### src/rtl/edge_detect.sv
// ----------------------------------------------------------------------------
// edge_detect
//   Per-bit edge detector for asynchronous or slow level inputs. Each bit is
//   resynchronised into the clk domain, then compared with its previous
//   synchronised value to produce registered single-cycle pulses. A saturating
//   counter records how many cycles had at least one selected edge.
//
// Ports:
//   clk    - system clock, all logic on the rising edge
//   rst    - asynchronous active-high reset
//   in     - level inputs (may be asynchronous when SYNC_STAGES >= 1)
//   clr    - synchronous clear of count, wins over increment
//   out    - per-bit pulse on the edge type selected by EDGE_MODE
//   rise   - per-bit rising-edge pulse
//   fall   - per-bit falling-edge pulse
//   count  - saturating number of cycles in which out was nonzero
//
// Parameters:
//   WIDTH        number of independent input bits (>= 1)
//   SYNC_STAGES  synchroniser depth, 0 means in is already synchronous (0..4)
//   EDGE_MODE    0 = rising, 1 = falling, 2 (or 3) = both
//   RESET_LEVEL  level loaded into synchroniser and history flops on reset
//   COUNT_WIDTH  width of the event counter (>= 1)
// ----------------------------------------------------------------------------
module edge_detect #(
  parameter int unsigned WIDTH       = 1,
  parameter int unsigned SYNC_STAGES = 2,
  parameter int unsigned EDGE_MODE   = 2,
  parameter logic        RESET_LEVEL = 1'b0,
  parameter int unsigned COUNT_WIDTH = 16
) (
  input  logic                   clk,
  input  logic                   rst,
  input  logic [WIDTH-1:0]       in,
  input  logic                   clr,
  output logic [WIDTH-1:0]       out,
  output logic [WIDTH-1:0]       rise,
  output logic [WIDTH-1:0]       fall,
  output logic [COUNT_WIDTH-1:0] count
);

  localparam logic [WIDTH-1:0]       RST_VEC   = {WIDTH{RESET_LEVEL}};
  localparam logic [COUNT_WIDTH-1:0] COUNT_MAX = '1;

  // Synchronised view of in
  logic [WIDTH-1:0] s;

  // Synchroniser chain; bypassed entirely when the input is already synchronous
  generate
    if (SYNC_STAGES == 0) begin : g_nosync
      assign s = in;
    end else begin : g_sync
      logic [WIDTH-1:0] sync_q [SYNC_STAGES];

      always_ff @(posedge clk or posedge rst) begin
        if (rst) begin
          for (int i = 0; i < int'(SYNC_STAGES); i++) begin
            sync_q[i] <= RST_VEC;
          end
        end else begin
          sync_q[0] <= in;
          for (int i = 1; i < int'(SYNC_STAGES); i++) begin
            sync_q[i] <= sync_q[i-1];
          end
        end
      end

      assign s = sync_q[SYNC_STAGES-1];
    end
  endgenerate

  // History of s from the previous cycle
  logic [WIDTH-1:0] prev;

  // Edge terms for the coming clock edge
  logic [WIDTH-1:0] rise_c;
  logic [WIDTH-1:0] fall_c;
  logic [WIDTH-1:0] out_c;

  // Edge classification; unknown mode values fall back to both edges
  always_comb begin
    rise_c = s & ~prev;
    fall_c = ~s & prev;
    case (EDGE_MODE)
      0:       out_c = rise_c;
      1:       out_c = fall_c;
      default: out_c = rise_c | fall_c;
    endcase
  end

  // History and pulse registers
  always_ff @(posedge clk or posedge rst) begin
    if (rst) begin
      prev <= RST_VEC;
      rise <= '0;
      fall <= '0;
      out  <= '0;
    end else begin
      prev <= s;
      rise <= rise_c;
      fall <= fall_c;
      out  <= out_c;
    end
  end

  // Saturating event counter; clear wins over a same-cycle edge
  always_ff @(posedge clk or posedge rst) begin
    if (rst) begin
      count <= '0;
    end else if (clr) begin
      count <= '0;
    end else if ((|out_c) && (count != COUNT_MAX)) begin
      count <= count + COUNT_WIDTH'(1);
    end
  end

endmodule

### config.mk
export PLATFORM = sky130hd
export DESIGN_NAME = edge_detect
export DESIGN_NICKNAME = d
export VERILOG_FILES = /design/src/rtl/edge_detect.sv
export SDC_FILE = /design/constraint.sdc
export NUM_CORES = 1
export LEC_CHECK = 0
export CORE_ASPECT_RATIO = 0.5
export CORE_UTILIZATION = 30
export CTS_CLUSTER_SIZE = 8
export DETAILED_ROUTE_END_ITERATION = 6
export MAX_ROUTING_LAYER = met4
export PLACE_DENSITY = 0.53
export SETUP_SLACK_MARGIN = 0.05
export SLEW_MARGIN = 30
export SYNTH_ARGS = -nofsm -noshare
export SYNTH_HDL_FRONTEND = slang
export SYNTH_SLANG_ARGS = --single-unit
### constraint.sdc
create_clock -name clk -period 1.9 [get_ports clk]
set_clock_uncertainty 0.1 [all_clocks]
set_input_delay 0.285 -clock clk [delete_from_list [all_inputs] [get_ports clk]]
set_output_delay 0.285 -clock clk [all_outputs]
set_load 0.05 [all_outputs]
== After elaboration in Yosys (flattened, before gate mapping) ==
Cells that the tools add are included.
Operators by class
  $add $sub $neg: 1
  equality and inequality tests: 1
  multiplexer cells: 2
  bitwise logic cells: 5
  reductions and logical operators: 2
Operators by type and width (number)
  16-bit 2-to-1 mux: 2
  16-bit by 1-bit adder with 16-bit output (second input constant): 1
  16-bit != test (second input constant): 1
  1-bit AND: 2
  1-bit inverter: 2
  2-bit nonzero test: 1
  1-bit logical AND: 1
  1-bit OR: 1
Word-level totals
  register bits after elaboration: 22
  input bits: 4
  output and inout port bits: 19
  logic and storage cells: 18

== Longest topological paths before layout ==
  depth in word-level cells: 6
  mapped depth: 7
  depth with buffers taken out: 6

== Least setup slack after synthesis ==
Ideal clock, no wire load.
  kind: reg-to-reg
  start point: register count[1]
  end point: register count[14]
  library setup time: 0.078 ns
  arrival: 2.067 ns
  required time: 1.722 ns
  path slack: -0.345 ns
  cell stages (with the launch flop): 6
  path buffers: 0
  period minus slack after synthesis: 2.245 ns
  cell sequence: dfrtp_1 > ha_1 > nand4_4 > or4_1 > or3_1 > a21oi_1
Between the ends
  longest elaborated chain between the ends: 3
  elaborated cells on any way between the ends: 6
  classes of those cells: add/sub: 1; eq/ne: 1; mux: 2; reduce/logical: 2
RTL lines
  start: declaration: RTL line 39  | output logic [COUNT_WIDTH-1:0] count
  start signal: assignment: RTL line 113  | count <= count + COUNT_WIDTH'(1);
  16-bit by 1-bit adder with 16-bit output or 16-bit != test (tied branches): RTL line 113, 112
  16-bit 2-to-1 mux or 1-bit logical AND (tied branches): RTL line 112  | end else if ((|out_c) && (count != COUNT_MAX)) begin
  16-bit 2-to-1 mux or 2-bit nonzero test (tied branches)
Several ways; a longest one is shown, not always the timed one. The select of a mux whose other input is x is not followed.
A chain may end at the register's enable or synchronous reset.

== Worst setup path in the final report ==
  start point: register g_sync.sync_q, in the netlist s
  end point: register count[12]
Between the ends
  longest elaborated chain between the ends: 5
  elaborated cells on any way between the ends: 6
  classes of those cells: bitwise: 4; reduce/logical: 2
RTL lines
  start: declaration: RTL line 53  | logic [WIDTH-1:0] sync_q [SYNC_STAGES];
  start signal: indexed assignment: RTL line 63  | sync_q[i] <= sync_q[i-1];
  1-bit inverter: RTL line 83  | fall_c = ~s & prev;
  1-bit AND: RTL line 83
  1-bit OR *: RTL line 87  | default: out_c = rise_c | fall_c;
  1-bit logical AND *: RTL line 112
  2-bit nonzero test (no line) *
Every way passes the cells marked *; elsewhere a longest branch is shown, timed or not.

==> impl_metrics.json <==
{
  "status": "complete, but fails checks",
  "violations": "negative setup slack",
  "place_area_mm2": 0.001485,
  "h-tree-depth": 1,
  "wirelength_um": 2782,
  "die_w_um": 89.17,
  "worst_slack_ns": -0.05822,
  "initial_core_util_pct": 32.30,
  "period_share_pct": 103.1,
  "synth.top_cell.area_share_pct": 48.30,
  "synth_fp_nets": 122,
  "worst-setup-path-type": "reg2reg",
  "finalWeightedCongestion": 0.7863,
  "antenna_found_initial": 0,
  "reg2reg_from": "s$_DFF_PP0_",
  "fin_area_mm2": 0.001604,
  "drtAntennaViolNets": 0,
  "slew_headroom_pct": 64.63,
  "synthTopCellsByArea": "dfrtp_1, a21oi_1, o31ai_1",
  "clkTransAtPathRegs_ns": 0.08,
  "core-area_mm2": 0.003528,
  "syn_area_mm2": 0.001140,
  "syn_area_per_cell_um2": 9.912,
  "first_pass_iters": 4,
  "met1_usage_pct": 20.60,
  "clockRootBuffer": "clkbuf_8",
  "grt_max_degree": 23,
  "use_met3_pct": 4.529,
  "drive_gt1_share_pct": 40.27,
  "r2r_setup_slack_ns": -0.06,
  "cts_sinks": 22,
  "drt-initial-drc-count": 42,
  "clk_latency_ns": 0.27,
  "ys_types": 31,
  "max_slew.worst_pin.slew_ns": 0.5265,
  "area_delta_synth_final_pct": 40.72,
  "busiest_layer": "met2",
  "hold_end": "s$_DFF_PP0_",
  "hold_depth": 0,
  "reg2reg_to": "count[12]$_DFFE_PP0P_",
  "arrival_ns": 2.05,
  "startpoint_type": "register",
  "crit_slowest_cell": "or4_1",
  "min_from": "g_sync.sync_q[1]$_DFF_PP0_",
  "final.min_clock_period_ns": 1.958,
  "tritoncts": "built",
  "final_util_pct": 45.46,
  "use_met2_pct": 24.43,
  "crit_path_end_kind": "register",
  "hold_class": "reg2reg",
  "crit_fanout": 5,
  "die_area_mm2": 0.004065,
  "vias": 1024,
  "pwr_density_cell_mw_per_mm2": 659.9,
  "dieHeight_um": 45.59,
  "cp_slowest_stage_delay_ns": 0.40,
  "hold_viol": 0,
  "synthCells": 115,
  "grt_pass1_vias": 952,
  "avgRoutedWirePerCell_um": 13.91,
  "cts.path.max_buffers": 2,
  "synth_seq_cells": 22,
  "cts_hold_buffers": 0,
  "cp.required_ns": 1.99,
  "grt_pass1_wl_um": 4616,
  "drc": 0,
  "n_antenna_cell": 0,
  "grt_overflow": 0,
  "port_buffers": 22,
  "critPathBufInv": 1,
  "leakagePower_nw": 0.6325,
  "fillerInstances": 374,
  "num_io_pins": 23,
  "fmax_mhz": 510.7,
  "yosysTopAreaCell": "dfrtp_1",
  "fin_nets": 157,
  "slew_viol_final": 0,
  "yosysWarnings": 0,
  "rows": 15,
  "yosysSeqAreaShare_pct": 48.30,
  "numCtsBuffers": 3,
  "path_cells": "inv_2, ha_4, nand3b_1, or3_4, or4_1, a21oi_1",
  "maxCapViolCount": 0,
  "setup_viol": 4,
  "vias_per_cell": 5.120,
  "grtUsageTotal_pct": 15.66,
  "reg2reg_depth": 6,
  "crit_family": "simple AND/OR/NAND/NOR gates",
  "place_hpwl_um": 1905,
  "vdd.ir_drop.worst_uv": 313.8,
  "rsz0062_at_grt": "yes"
}
-- registers in the layout, indices dropped and copies added, names as in the netlist --
register       flops
count             16
fall               1
g_sync.sync_q      1
out                1
prev               1
rise               1
s                  1
-- cell families after synthesis --
| family | Yosys count | synth area share, % |
|---|---|---|
| simple gates | 52 | 29.53 |
| compound gates | 26 | 13.61 |
| flops | 22 | 48.30 |
| buf+inv | 10 | 3.402 |
| fa+ha+maj | 3 | 3.293 |
| mux | 2 | 1.866 |
-- layout make-up --
class                           instances  area [um^2]  area share, %
Inverter                                5        21.27          1.326
Multi-Input combinational cell         83        601.8          37.52
Clock buffer                            3        41.29          2.574
Tap cell                               51        63.81          3.978
Clock inverter                          1        30.03          1.872
Timing Repair Buffer                   35        277.8          17.32
Sequential cell                        22        568.0          35.41
-- repair_timing --
item	4_1_cts	5_1_grt
resized for setup	3	6
buffers inserted	1	2
endpoints found under the setup margin	8	9
pin swaps	5	5
-- worst max path at each step --
stage	start	to	slack [ns]	depth (start not counted)
finish	s$_DFF_PP0_	count[12]$_DFFE_PP0P_	-0.06	6
global route	s$_DFF_PP0_	count[12]$_DFFE_PP0P_	-0.13	6
CTS	s$_DFF_PP0_	count[12]$_DFFE_PP0P_	-0.06	6
detailed placement	s$_DFF_PP0_	count[14]$_DFFE_PP0P_	-0.1	6
global placement	s$_DFF_PP0_	count[14]$_DFFE_PP0P_	-0.06	6
floorplan	count[1]$_DFFE_PP0P_	count[12]$_DFFE_PP0P_	-0.06	5
-- cell usage after synthesis --
cell type / instances
and2_1: 1
nand4_2: 1
dfrtp_1: 22
nand3b_1: 1
a211oi_1: 2
nand4_1: 7
or3_2: 1
nor3b_1: 1
nor2_1: 3
and3_1: 2
nand4_4: 1
or4_1: 8
nand2_1: 5
ha_1: 3
nor2b_1: 1
o31ai_1: 8
mux2i_1: 1
nor4_1: 3
and4_1: 1
mux2_2: 1
clkbuf_2: 1
nand2b_1: 2
inv_1: 5
nand3_1: 5
buf_1: 1
o21ai_0: 4
nor3_1: 4
or3_4: 1
or3_1: 4
clkbuf_1: 3
a21oi_1: 12
-- metal layers --
| metal | part of all wire, % | vias up | wire length, um |
|---|---|---|---|
| met4 | 0.61 | 0 | 17 |
| li1 | - | 511 | - |
| met1 | 53 | 487 | 1471 |
| met3 | 4.0 | 2 | 111 |
| met5 | 0 | - | 0 |
| met2 | 42 | 24 | 1181 |
-- per-stage QoR --
step	TNS [ns]	power, W	worst slack [ns]	hold slack [ns]	std cells
2_1_floorplan	-0.1717	0.0005729	-0.05698	0.1732	115
3_3_place_gp	-0.1603	0.0006158	-0.05690	0.2353	194
3_5_place_dp	-0.3358	0.0006172	-0.09579	0.2355	194
4_1_cts	-0.1451	0.001075	-0.06489	0.2550	199
5_1_grt	-0.4813	0.001106	-0.1323	0.2609	200
6_report	-0.1338	0.001059	-0.05822	0.2534	200
-- report_power, final --
part           switching (W)  leakage, nW  internal (W)
clock network       0.000164       0.0357      0.000282
registers          0.0000115        0.272      0.000481
logic              0.0000745        0.325     0.0000460
total               0.000250        0.632      0.000808
-- worst reg2reg max path, cell delays in order, from the launching register on --
cell      delay, ns
dfrtp_1        0.39
inv_2          0.07
ha_4           0.20
nand3b_1       0.19
or3_4          0.38
or4_1          0.40
a21oi_1        0.15
-- placed cells by master, fill, tap and decap left out, drive strengths merged, types with 6 or more instances in the layout --
cell / instances
a21oi: 12
buf: 29
clkdlybuf4s50: 6
dfrtp: 22
nand4: 9
o31ai: 8
or3: 6
or4: 8
No activity file was read; power rests on OpenSTA's default activity.
